`config.mk`:
```
export PLATFORM = sky130hd
export DESIGN_NAME = round_pack_sched
export DESIGN_NICKNAME = d
export VERILOG_FILES = /design/src/rtl/round_pack_sched_pkg.sv /design/src/rtl/round_pack_sched_rr_arb2.sv /design/src/rtl/round_pack_sched.sv
export SDC_FILE = /design/constraint.sdc
export NUM_CORES = 1
export LEC_CHECK = 0
export CAP_MARGIN = 25
export CORE_AREA = 2 2 194 196
export DETAILED_ROUTE_END_ITERATION = 8
export DIE_AREA = 0 0 196 198
export DONT_BUFFER_PORTS = 1
export HOLD_SLACK_MARGIN = 0.1
export MAX_ROUTING_LAYER = met4
export PLACE_DENSITY = 0.48
export SYNTH_ARGS = -nofsm -noshare
export SYNTH_HDL_FRONTEND = slang
export SYNTH_SLANG_ARGS = --single-unit
```
`constraint.sdc`:
```
create_clock -name ap_clk -period 25.8 [get_ports ap_clk]
set_input_delay 5.16 -clock ap_clk [delete_from_list [all_inputs] [get_ports ap_clk]]
set_output_delay 5.16 -clock ap_clk [all_outputs]
set_load 0.02 [all_outputs]
```
`src/rtl/round_pack_sched_pkg.sv`:
```
// Shared definitions for round_pack_sched.
// Contents: the scheduler FSM state encoding, the default result returned when a
// job is aborted by the watchdog (quiet NaN), and the exception flag bit values
// reported by the roundAndPackFloat64 engine.
package round_pack_sched_pkg;

    typedef enum logic [1:0] {
        ST_IDLE = 2'd0,
        ST_RUN  = 2'd1,
        ST_RESP = 2'd2
    } state_t;

    localparam logic [63:0] NAN_RESULT_DEFAULT = 64'h7FF8000000000000;

    localparam logic [31:0] FLAG_INEXACT   = 32'd1;
    localparam logic [31:0] FLAG_UNDERFLOW = 32'd4;
    localparam logic [31:0] FLAG_OVERFLOW  = 32'd8;

endpackage

```
`src/rtl/round_pack_sched_rr_arb2.sv`:
```
// rr_arb2: two-way round-robin arbiter with a last-grant pointer.
// Ports:
//   ap_clk, ap_rst : clock, asynchronous active-high reset
//   req[1:0]       : request vector (bit N = requester N valid)
//   upd            : grant was taken this cycle, advance the pointer
//   gnt[1:0]       : one-hot grant (all zero when nothing requests)
//   gnt_id         : index of the granted requester
// The pointer resets to 1 so requester 0 wins the first tie.
module rr_arb2 (
    input  logic       ap_clk,
    input  logic       ap_rst,
    input  logic [1:0] req,
    input  logic       upd,
    output logic [1:0] gnt,
    output logic       gnt_id
);

    logic last_r;

    // Grant selection: a lone requester wins, a tie goes to the one not served last.
    always_comb begin
        gnt    = 2'b00;
        gnt_id = 1'b0;
        case (req)
            2'b01: begin
                gnt    = 2'b01;
                gnt_id = 1'b0;
            end
            2'b10: begin
                gnt    = 2'b10;
                gnt_id = 1'b1;
            end
            2'b11: begin
                gnt_id = ~last_r;
                gnt    = last_r ? 2'b01 : 2'b10;
            end
            default: begin
                gnt    = 2'b00;
                gnt_id = 1'b0;
            end
        endcase
    end

    // Last-grant pointer, advanced only when a grant is actually consumed.
    always_ff @(posedge ap_clk or posedge ap_rst) begin
        if (ap_rst) begin
            last_r <= 1'b1;
        end else if (upd) begin
            last_r <= gnt_id;
        end
    end

endmodule

```
`src/rtl/round_pack_sched.sv`:
```
// round_pack_sched: schedules two requesters onto one external
// roundAndPackFloat64 engine (ap_ctrl_hs handshake), with per-requester sticky
// exception flags and a per-job watchdog.
// Ports:
//   ap_clk, ap_rst                      : clock, asynchronous active-high reset
//   reqN_valid/ready, reqN_sign/exp/sig : request channel N (N = 0, 1)
//   respN_valid/ready                   : response channel N
//   resp_data, resp_err                 : shared response payload, watchdog-abort marker
//   flagN, flag_clr                     : sticky engine flags per requester, clear
//   wdog_err                            : sticky "a job was aborted" flag
//   eng_start/done, eng_z*, eng_flag_*  : engine interface
//   eng_return                          : engine result
module round_pack_sched
    import round_pack_sched_pkg::*;
#(
    parameter int unsigned WDOG_CYC   = 16,
    parameter logic [63:0] NAN_RESULT = NAN_RESULT_DEFAULT
) (
    input  logic        ap_clk,
    input  logic        ap_rst,
    input  logic        req0_valid,
    output logic        req0_ready,
    input  logic        req0_sign,
    input  logic [11:0] req0_exp,
    input  logic [63:0] req0_sig,
    input  logic        req1_valid,
    output logic        req1_ready,
    input  logic        req1_sign,
    input  logic [11:0] req1_exp,
    input  logic [63:0] req1_sig,
    output logic        resp0_valid,
    input  logic        resp0_ready,
    output logic        resp1_valid,
    input  logic        resp1_ready,
    output logic [63:0] resp_data,
    output logic        resp_err,
    output logic [31:0] flag0,
    output logic [31:0] flag1,
    input  logic [1:0]  flag_clr,
    output logic        wdog_err,
    output logic        eng_start,
    input  logic        eng_done,
    output logic        eng_zSign,
    output logic [11:0] eng_zExp,
    output logic [63:0] eng_zSig,
    output logic [31:0] eng_flag_i,
    input  logic [31:0] eng_flag_o,
    input  logic        eng_flag_o_vld,
    input  logic [63:0] eng_return
);

    localparam int unsigned CNT_W = $clog2(WDOG_CYC + 1);

    state_t             state_r, state_nxt_s;
    logic [1:0]         gnt_s;
    logic               gnt_id_s;
    logic               accept_s, done_s, wdog_hit_s, resp_hs_s;
    logic               upd0_s, upd1_s;
    logic               act_id_r;
    logic               zsign_r;
    logic [11:0]        zexp_r;
    logic [63:0]        zsig_r;
    logic [63:0]        res_r;
    logic               resp_err_r, wdog_err_r, eng_start_r;
    logic               resp0_valid_r, resp1_valid_r;
    logic [31:0]        flag0_r, flag1_r;
    logic [CNT_W-1:0]   run_cnt_r;

    rr_arb2 u_arb (
        .ap_clk (ap_clk),
        .ap_rst (ap_rst),
        .req    ({req1_valid, req0_valid}),
        .upd    (accept_s),
        .gnt    (gnt_s),
        .gnt_id (gnt_id_s)
    );

    // Ready is offered only while idle; held low during reset so no handshake can appear.
    assign req0_ready = (state_r == ST_IDLE) & gnt_s[0] & ~ap_rst;
    assign req1_ready = (state_r == ST_IDLE) & gnt_s[1] & ~ap_rst;
    assign accept_s   = (state_r == ST_IDLE) & (|gnt_s);

    // Engine done is only meaningful while we are driving start; an idle done is ignored.
    assign done_s     = (state_r == ST_RUN) & eng_start_r & eng_done;
    assign wdog_hit_s = (state_r == ST_RUN) & ~done_s & (run_cnt_r == CNT_W'(WDOG_CYC));
    assign resp_hs_s  = (state_r == ST_RESP) &
                        ((resp0_valid_r & resp0_ready) | (resp1_valid_r & resp1_ready));

    // A flag update from the engine targets only the active requester's register.
    assign upd0_s = (state_r == ST_RUN) & eng_flag_o_vld & (act_id_r == 1'b0);
    assign upd1_s = (state_r == ST_RUN) & eng_flag_o_vld & (act_id_r == 1'b1);

    assign eng_start   = eng_start_r;
    assign eng_zSign   = zsign_r;
    assign eng_zExp    = zexp_r;
    assign eng_zSig    = zsig_r;
    assign eng_flag_i  = act_id_r ? flag1_r : flag0_r;
    assign resp0_valid = resp0_valid_r;
    assign resp1_valid = resp1_valid_r;
    assign resp_data   = res_r;
    assign resp_err    = resp_err_r;
    assign flag0       = flag0_r;
    assign flag1       = flag1_r;
    assign wdog_err    = wdog_err_r;

    // FSM state register.
    always_ff @(posedge ap_clk or posedge ap_rst) begin
        if (ap_rst) begin
            state_r <= ST_IDLE;
        end else begin
            state_r <= state_nxt_s;
        end
    end

    // FSM next-state logic.
    always_comb begin
        state_nxt_s = state_r;
        case (state_r)
            ST_IDLE: begin
                if (accept_s) state_nxt_s = ST_RUN;
                else          state_nxt_s = ST_IDLE;
            end
            ST_RUN: begin
                if (done_s || wdog_hit_s) state_nxt_s = ST_RESP;
                else                      state_nxt_s = ST_RUN;
            end
            ST_RESP: begin
                if (resp_hs_s) state_nxt_s = ST_IDLE;
                else           state_nxt_s = ST_RESP;
            end
            default: state_nxt_s = ST_IDLE;
        endcase
    end

    // Job datapath: operand capture, engine start, run counter, result and response flags.
    always_ff @(posedge ap_clk or posedge ap_rst) begin
        if (ap_rst) begin
            act_id_r      <= 1'b0;
            zsign_r       <= 1'b0;
            zexp_r        <= 12'd0;
            zsig_r        <= 64'd0;
            res_r         <= 64'd0;
            resp_err_r    <= 1'b0;
            wdog_err_r    <= 1'b0;
            eng_start_r   <= 1'b0;
            resp0_valid_r <= 1'b0;
            resp1_valid_r <= 1'b0;
            run_cnt_r     <= {CNT_W{1'b0}};
        end else if (accept_s) begin
            act_id_r    <= gnt_id_s;
            zsign_r     <= gnt_id_s ? req1_sign : req0_sign;
            zexp_r      <= gnt_id_s ? req1_exp  : req0_exp;
            zsig_r      <= gnt_id_s ? req1_sig  : req0_sig;
            eng_start_r <= 1'b1;
            run_cnt_r   <= CNT_W'(1'b1);
        end else if (done_s) begin
            res_r         <= eng_return;
            eng_start_r   <= 1'b0;
            resp0_valid_r <= ~act_id_r;
            resp1_valid_r <= act_id_r;
        end else if (wdog_hit_s) begin
            res_r         <= NAN_RESULT;
            resp_err_r    <= 1'b1;
            wdog_err_r    <= 1'b1;
            eng_start_r   <= 1'b0;
            resp0_valid_r <= ~act_id_r;
            resp1_valid_r <= act_id_r;
        end else if (state_r == ST_RUN) begin
            run_cnt_r <= run_cnt_r + CNT_W'(1'b1);
        end else if (resp_hs_s) begin
            resp0_valid_r <= 1'b0;
            resp1_valid_r <= 1'b0;
            resp_err_r    <= 1'b0;
        end
    end

    // Sticky flags: an engine update beats a same-cycle clear of the same register.
    always_ff @(posedge ap_clk or posedge ap_rst) begin
        if (ap_rst) begin
            flag0_r <= 32'd0;
            flag1_r <= 32'd0;
        end else begin
            if (upd0_s)           flag0_r <= eng_flag_o;
            else if (flag_clr[0]) flag0_r <= 32'd0;
            if (upd1_s)           flag1_r <= eng_flag_o;
            else if (flag_clr[1]) flag1_r <= 32'd0;
        end
    end

endmodule

```
==> results.ini, run 1 <==
[cells_and_area]
seqCellArea_sq_um = 5480
fill_cells = 3790
design_area_sq_um = 11500
nNetsFinal = 1150
area_growth_pct = 12.9
multiInputGateArea_sq_um = 4420
drive_gt1_frac = 0.280

[timing]
finalSetupViolations = 0
fin_crit_ns = 11.20
slew_viol_final = 0
hold_viol = 0
maxSlewHeadroom = 0.320
final.period_utilization = 0.434
setup-tns-final_ns = 0
fmax_mhz = 89.2
worstMarginPinSlew_ns = 1.02
clock_skew_ns = 0.00820
grt_setup_unrepaired = false

[run_status]
status = finished clean

[detailed_routing]
wire_per_inst_microns = 21.6
vias_per_cell = 4.83
drc = 0
ant_nets = 0
routed_wirelength_mm = 30.0
drtIter0Drc = 341
vias = 6706
firstDrtPassIters = 4

[yosys]
synth_cell_type_count = 47
synth-seq-cells = 219
synth_top_area_share = 0.534
ys_warn_count = 0
ys_async_sr_fraction = 1.00
synth_commonest_cells = dfrtp_1 (218), nand2_1 (171), mux2_2 (158)
synthCells = 912
synth_most_common_cell = dfrtp_1
synth_edf_count = 0
synth.largest_area_cell = dfrtp_1
synth_ff_type = dfrtp_1
synth.top_cells.by_area = dfrtp_1 (53%), mux2_2 (17%), nand2_1 (6.3%)
seq_area_frac_synth = 0.537
syn-num-nets = 1174
syn-mean-instance-area_sq_um = 11.2
syn_area_sq_um = 10200

[power_and_ir_drop]
power.density_nw_per_um2 = 134
ir_worst_vdd_v = 0.0000653
p_total_mw = 1.55
leakage_nw = 4.86

[setup_path]
worstPathRequired_ns = 20.64
end_kind = output pin
critPathSlowestCell = nor4_1
max_stage_delay_ns = 0.43
cp_num_buf_inv = 2
worstPathArrival_ns = 6.04
crit_chain = inv_1 -> o21ai_0 -> nor4_1 -> buf_4
setup.worst_path.class = in -> out
path_delay_family = simple AND/OR/NAND/NOR gates
crit_fanout = 4
startpoint_type = primary input

[worst_hold_path]
worstHoldPathType = reg -> reg

[floorplan]
placementRows = 71
io_pins = 504
die_area_sq_um = 38800
die_w_microns = 196
start_util = 0.276
die_h_microns = 198
core-area_sq_um = 37000

[global_route]
grt_pass1_vias = 6803
antenna_found_initial = 7
grt_start_max_net_pins = 94
grt_pass1_wl_mm = 43.5
grt_overflow = 0
track_usage = 0.150

[clock_tree]
cts.sinks = 219
worstSkewPairLatency_ns = 0.54
cts-htree-levels = 1
ctsResizeCount = 0
cts_root_buf = clkbuf_16
clk_path_buf_depth = 3
cts_made_buffers = 26
hold_buffers = 0
cts_tree = done
post_cts_buffers = 0
path_clk_slew_ns = 0.06

[placement]
post_dp_cell_area_sq_um = 10600
gp_congestion = 0.914
place_hpwl_mm = 21.5
portBuffers = 0

[run]
cap_violations = 0

where the power goes:
| part | internal [mW] | total (mW) | switching, mW |
|---|---|---|---|
| sequential | 0.487 | 0.806 | 0.319 |
| combinational | 0.183 | 0.371 | 0.188 |
| clock | 0.226 | 0.369 | 0.143 |
worst paths after layout:
check,startpoint,to,slack [ns],cells after the start
max,req1_valid,req0_ready,14.60,4
min,run_cnt_r[4]$_DFFE_PP0P_,run_cnt_r[4]$_DFFE_PP0P_,0.55,1
max reg2reg,u_arb.last_r$_DFFE_PP1P_,eng_zSig[25]$_DFFE_PP0P_,23.39,4
min reg2reg,run_cnt_r[4]$_DFFE_PP0P_,run_cnt_r[4]$_DFFE_PP0P_,0.55,1
max in group asynchronous,ap_rst,flag1[30]$_DFFE_PP0P_,19.15,3
min in group asynchronous,ap_rst,eng_zSig[35]$_DFFE_PP0P_,4.55,1
per-stage QoR:
| step | util | hold WS (ns) | cells | setup slack (ns) |
|---|---|---|---|---|
| 4_1_cts | 0.311 | 0.552 | 1380 | 14.55 |
| 6_report | 0.312 | 0.547 | 1388 | 14.60 |
| 3_3_place_gp | 0.287 | 0.535 | 1332 | 14.54 |
| 5_1_grt | 0.312 | 0.565 | 1388 | 14.49 |
| 3_5_place_dp | 0.287 | 0.544 | 1333 | 14.55 |
| 2_1_floorplan | - | 0.459 | 912 | 10.18 |
per-layer routing:
| metal | wire, microns | GRT usage |
|---|---|---|
| met3 | 2000 | 0.0397 |
| met2 | 14500 | 0.241 |
| met5 | 0 | - |
| met1 | 12700 | 0.188 |
| met4 | 824 | 0.0435 |
state kept, by name, summed over array words and instances (netlist names), 2 cells and up:
| register | count |
|---|---|
| flag0 | 32 |
| eng_zExp | 12 |
| flag1 | 32 |
| resp_data | 64 |
| run_cnt_r | 5 |
| eng_zSig | 64 |
| state_r | 2 |
layout by cell type, fill, tap and decap left out, types with 3 or more instances in the layout:
cell type | synthesis | final
mux2_4 | 30 | 30
nand2_1 | 171 | 171
clkbuf_1 | 19 | 4
nor2_1 | 26 | 25
nand2b_1 | 66 | 66
nand4_1 | 3 | 3
buf_4 | 6 | 10
o21ai_1 | 4 | 4
clkinv_2 | 0 | 5
clkbuf_16 | 0 | 27
o31ai_1 | 4 | 4
dfrtp_1 | 218 | 217
diode_2 | 0 | 7
inv_1 | 4 | 3
o21ai_0 | 116 | 116
a21oi_1 | 14 | 14
clkbuf_8 | 0 | 9
mux2_2 | 158 | 158
logic make-up after synthesis:
family,after synthesis,share of synthesized area
multiplexers,189,0.219
adder cells (fa/ha/maj),2,0.00245
flip-flops,219,0.537
buffers and inverters,68,0.0345
AND/OR/NAND/NOR,285,0.129
AO/OA/AOI/OAI,149,0.0778
layout make-up:
cell class	count	share of cell area
Inverter	4	0.00195
Clock inverter	7	0.00542
Sequential cell	219	0.475
Multi-Input combinational cell	625	0.383
Tap cell	474	0.0514
Clock buffer	40	0.0706
Antenna cell	7	0.00152
Timing Repair Buffer	12	0.0106
Power figures use the tool's default switching activity.
==> run 2, diff against run 1 <==
Settings changed: PLACE_DENSITY 0.48 to 0.5.
Clock period 25.8 ns to 10.1 ns, I/O delays scaled along.
==> run 2 against run 1 <==
  * Utilization increased by 0.071 points
  * Wire length shrank 1.6%
  * Total power rose to 2.5 times the previous value
  * Clock power is 150% higher
  * Clock skew fell by 0.0013 ns
  * Critical path depth fell by 2
  * Critical endpoint is now req1_ready
==> results.ini, run 2 (synthesis results as in run 1) <==
[global_route]
grt_overflow = 0  ; unchanged
grt_pass1_vias = 6633  ; -2.5%
grt_pass1_wl_mm = 43.2  ; -0.70%
grt_start_max_net_pins = 97  ; +3.2%
antenna_found_initial = 9  ; +2
track_usage = 0.149  ; -0.00173

[clock_tree]
cts_made_buffers = 25  ; -3.8%
post_cts_buffers = 0  ; unchanged
cts.sinks = 219  ; unchanged
ctsResizeCount = 0  ; unchanged
clk_path_buf_depth = 3  ; unchanged
cts-htree-levels = 1  ; unchanged
worstSkewPairLatency_ns = 0.52  ; -0.02 ns
cts_root_buf = clkbuf_16
path_clk_slew_ns = 0.06  ; about the same
hold_buffers = 0  ; unchanged
cts_tree = done

[timing]
setup-tns-final_ns = 0  ; unchanged
fmax_mhz = 202
fin_crit_ns = 4.95
grt_setup_unrepaired = false
hold_viol = 0  ; unchanged
final.period_utilization = 0.490
slew_viol_final = 0  ; unchanged
clock_skew_ns = 0.00692  ; -0.00128 ns
fin_hold_ws_ns = 0.511  ; -0.0362 ns
post-route-worst-setup-slack_ns = 5.15  ; -9.44 ns
maxSlewHeadroom = 0.403  ; +0.0830
finalSetupViolations = 0  ; unchanged
worstMarginPinSlew_ns = 0.895  ; -0.125 ns

[cells_and_area]
design_area_sq_um = 11600  ; +0.23%
mostFrequentLayoutCell = dfrtp_1
mostFrequentLayoutCells = dfrtp_1 (217), nand2_1 (171), mux2_2 (158), o21ai_0 (116), nand2b_1 (66)
nNetsFinal = 1151  ; +0.087%
drive_gt1_frac = 0.280  ; unchanged
finish.utilization = 0.313  ; +0.000711
area_growth_pct = 13.2
stdcell_count = 1391  ; +0.22%

[run_status]
status = finished clean

[setup_path]
path_delay_family = buffers and inverters
cp_num_buf_inv = 1  ; -1
setup.worst_path.class = in -> out
crit_chain = inv_8 -> and3_1
critPathSlowestCell = inv_8
startpoint_type = primary input
max_stage_delay_ns = 0.44  ; about the same
crit_fanout = 96  ; +92
end_kind = output pin
worstPathRequired_ns = 8.08  ; -12.56 ns
worstPathArrival_ns = 2.93  ; -3.11 ns

[power_and_ir_drop]
power.density_nw_per_um2 = 339  ; +150%
leakage_nw = 4.86  ; +0.10%
ir_worst_vdd_v = 0.000151  ; +130%
p_total_mw = 3.92  ; +150%

[floorplan]
core-area_sq_um = 37000  ; unchanged
io_pins = 504  ; unchanged
die_w_microns = 196  ; unchanged
die_area_sq_um = 38800  ; unchanged
start_util = 0.276  ; unchanged
die_h_microns = 198  ; unchanged
placementRows = 71  ; unchanged

[detailed_routing]
ant_nets = 0  ; unchanged
firstDrtPassIters = 4  ; unchanged
vias = 6615  ; -1.4%
drtIter0Drc = 319  ; -6.5%
drc = 0  ; unchanged
vias_per_cell = 4.76  ; -1.6%
wire_per_inst_microns = 21.2  ; -1.8%
routed_wirelength_mm = 29.5  ; -1.6%

[placement]
portBuffers = 0  ; unchanged
dp_cells = 1333  ; unchanged
dp_slack_ns = 5.11  ; -9.44 ns
gp_congestion = 0.975  ; +6.7%
post_dp_cell_area_sq_um = 10600  ; +0.19%
place_hpwl_mm = 21.2  ; -1.3%

[worst_hold_path]
worstHoldPathType = reg -> reg

[run]
cap_violations = 0  ; unchanged

run 2: metal layers:
layer  share of wire  up-vias  GRT usage
li1                -     3065          -
met1            0.41     3241      0.184
met2            0.48      263      0.235
met3           0.079       46     0.0492
met4           0.025        0     0.0370
met5               0        -          -
run 2: final cells by class:
class / count / area [sq um]
multi-input cells: 625 / 4420
clock buffers: 34 / 709
clock inverters: 11 / 111
fillers: 3758 / 25400
inverters: 4 / 22.5
flip-flops and latches: 219 / 5480
well taps: 474 / 593
diodes: 10 / 25.0
repair buffers: 14 / 198
run 2: worst paths after layout:
| check | start | to | slack (ns) | depth (start not counted) |
|---|---|---|---|---|
| setup / recovery | ap_rst | req1_ready | 5.15 | 2 |
| hold reg to reg | run_cnt_r[4]$_DFFE_PP0P_ | run_cnt_r[4]$_DFFE_PP0P_ | 0.51 | 1 |
| setup reg to reg | state_r[0]$_DFF_PP0_ | resp_data[52]$_DFFE_PP0P_ | 7.84 | 4 |
| min in group asynchronous | ap_rst | eng_zExp[2]$_DFFE_PP0P_ | 1.46 | 1 |
| max in group asynchronous | ap_rst | eng_zExp[6]$_DFFE_PP0P_ | 7.45 | 2 |
| hold / removal | run_cnt_r[4]$_DFFE_PP0P_ | run_cnt_r[4]$_DFFE_PP0P_ | 0.51 | 1 |
run 2: power breakdown:
part / switching [mW] / internal, mW
logic: 0.483 / 0.471
clock network: 0.368 / 0.542
registers: 0.813 / 1.24
total: 1.66 / 2.26
==> run 3, diff against run 2 <==
Settings changed: PLACE_DENSITY 0.5 to 0.48.
Clock period 10.1 ns to 4.8 ns, I/O delays scaled along.
==> run 3 against run 2 <==
  * Die area did not move
  * Largest power group unchanged
  * Sequential share of layout area barely moved
  * Register-to-register slack lost 5.4 ns
  * Clock skew increased by 0.0049 ns
  * Combinational power increased by 110%
  * Highest routed layer unchanged
  * Critical endpoint is now eng_flag_i[28]
==> results.ini, run 3 (synthesis results as in run 1) <==
[run_status]
status = finished clean

[clock_tree]
worstSkewPairLatency_ns = 0.52  ; about the same
cts-htree-levels = 1  ; unchanged
cts_made_buffers = 26  ; +4.0%
hold_buffers = 0  ; unchanged
path_clk_slew_ns = 0.06  ; about the same
post_cts_buffers = 0  ; unchanged
cts_root_buf = clkbuf_16
cts_tree = done
ctsResizeCount = 0  ; unchanged
cts.sinks = 219  ; unchanged
clk_path_buf_depth = 3  ; unchanged

[timing]
worstMarginPinSlew_ns = 0.953  ; +0.0582 ns
hold_viol = 0  ; unchanged
slew_viol_final = 0  ; unchanged
final.period_utilization = 0.624
clock_skew_ns = 0.0118  ; +0.00491 ns
maxSlewHeadroom = 0.365  ; -0.0388
post-route-worst-setup-slack_ns = 1.81  ; -3.35 ns
setup-tns-final_ns = 0  ; unchanged
fmax_mhz = 334
fin_crit_ns = 2.99
grt_setup_unrepaired = false
finalSetupViolations = 0  ; unchanged

[setup_path]
worstPathRequired_ns = 3.84  ; -4.24 ns
path_delay_family = flip-flops
crit_chain = mux2_2
critPathSlowestCell = dfrtp_2
max_stage_delay_ns = 0.96  ; +0.52 ns
setup.worst_path.class = reg -> out
cp.depth = 1  ; -1
startpoint_type = flip-flop
rr_worst_depth = 4  ; unchanged
crit_fanout = 36  ; -63%
end_kind = output pin
cp_num_buf_inv = 0  ; -1
worstPathArrival_ns = 2.03  ; -0.90 ns

[power_and_ir_drop]
ir_worst_vdd_v = 0.000356  ; +140%
p_sw_mw = 3.48  ; +110%
clkPwrFrac = 0.239  ; +0.007
leakage_nw = 4.86  ; about the same
power.density_nw_per_um2 = 718  ; +110%
comb_power_share = 0.239  ; -0.004
swShare = 0.419  ; -0.00569
p_seq_frac = 0.522  ; -0.003
power.internal_mw = 4.82  ; +110%

[cells_and_area]
fill_cells = 3758  ; unchanged
drive_gt1_frac = 0.279  ; -0.00110
area_growth_pct = 13.2  ; about the same
multiInputGateArea_sq_um = 4420  ; unchanged
stdcell_count = 1384  ; -0.50%
mostFrequentLayoutCells = dfrtp_1 (217), nand2_1 (171), mux2_2 (158), o21ai_0 (116), nand2b_1 (66)
seqCellArea_sq_um = 5480  ; unchanged
nNetsFinal = 1152  ; +0.087%
mostFrequentLayoutCell = dfrtp_1
design_area_sq_um = 11600  ; about the same

[floorplan]
die_h_microns = 198  ; unchanged
die_w_microns = 196  ; unchanged
core-area_sq_um = 37000  ; unchanged
die_area_sq_um = 38800  ; unchanged
placementRows = 71  ; unchanged
start_util = 0.276  ; unchanged
io_pins = 504  ; unchanged

[worst_hold_path]
worstHoldPathType = in -> async

[global_route]
grt_pass1_wl_mm = 41.8  ; -3.1%
grt_overflow = 0  ; unchanged
antenna_found_initial = 3  ; -6
grt_start_max_net_pins = 145  ; +49%
track_usage = 0.145  ; -0.00370
grt_pass1_vias = 6556  ; -1.2%

[placement]
post_dp_cell_area_sq_um = 10600  ; about the same
place_hpwl_mm = 20.8  ; -2.0%
dp_slack_ns = 2.08  ; -3.02 ns
gp_congestion = 0.844  ; -14%
dp_cells = 1334  ; +0.075%
portBuffers = 0  ; unchanged

[detailed_routing]
ant_nets = 0  ; unchanged
vias = 6644  ; +0.44%
wire_per_inst_microns = 21.0  ; -0.83%
drtIter0Drc = 270  ; -15%
vias_per_cell = 4.80  ; +0.95%
drc = 0  ; unchanged
routed_wirelength_mm = 29.1  ; -1.3%
firstDrtPassIters = 4  ; unchanged

[run]
cap_violations = 0  ; unchanged

[run 3: changes by cell type in the layout (fill, tap and decap cells not counted)]
cell | previous run | this run
clkinvlp_4 | 1 | 2
clkbuf_16 | 25 | 27
clkbuf_8 | 5 | 6
clkinv_2 | 7 | 3
inv_8 | 1 | 0
clkbuf_1 | 4 | 5
buf_16 | 4 | 2
buf_4 | 9 | 10
buf_12 | 1 | 2
diode_2 | 10 | 3
[run 3: cell type report]
class                   count  area share
flip-flops and latches    219       0.474
well taps                 474      0.0513
diodes                      3    0.000650
clock buffers              38      0.0672
repair buffers             14      0.0147
clock inverters             7     0.00790
inverters                   4     0.00162
multi-input cells         625       0.382
[run 3: final timing paths]
kind,slack [ns],endpoint,start
worst min register to register,0.51,run_cnt_r[4]$_DFFE_PP0P_,run_cnt_r[4]$_DFFE_PP0P_
max in group asynchronous,3.21,eng_zExp[7]$_DFFE_PP0P_,ap_rst
worst max-delay path,1.81,eng_flag_i[28],act_id_r$_DFFE_PP0P_
min in group ap_clk,0.51,run_cnt_r[4]$_DFFE_PP0P_,run_cnt_r[4]$_DFFE_PP0P_
worst min-delay path,0.47,eng_zSig[59]$_DFFE_PP0P_,ap_rst
worst max register to register,2.42,resp_data[59]$_DFFE_PP0P_,state_r[0]$_DFF_PP0_
[run 3: power by group through the flow]
stage	clock network (mW)	logic, mW	registers, mW
after floorplan	0	1.80	3.97
after global placement	0	1.93	4.39
after detailed placement	0	1.99	4.39
after CTS	2.06	1.99	4.36
after global routing	2.13	2.22	4.43
final	1.98	1.98	4.33
[run 3: layer usage]
metal / GRT usage / up-vias / wire length [microns]
met5: - / - / 0
li1: - / 3061 / -
met4: 0.0325 / 0 / 550
met2: 0.234 / 247 / 14400
met3: 0.0421 / 35 / 2050
met1: 0.181 / 3301 / 12100
[run 3: stage by stage]
step,utilization,total power [mW],hold WS (ns)
4_1_cts,0.311,8.41,0.510
2_1_floorplan,-,5.76,0.459
5_1_grt,0.313,8.78,0.517
6_report,0.313,8.30,0.473
3_5_place_dp,0.288,6.38,0.502
3_3_place_gp,0.287,6.32,0.492
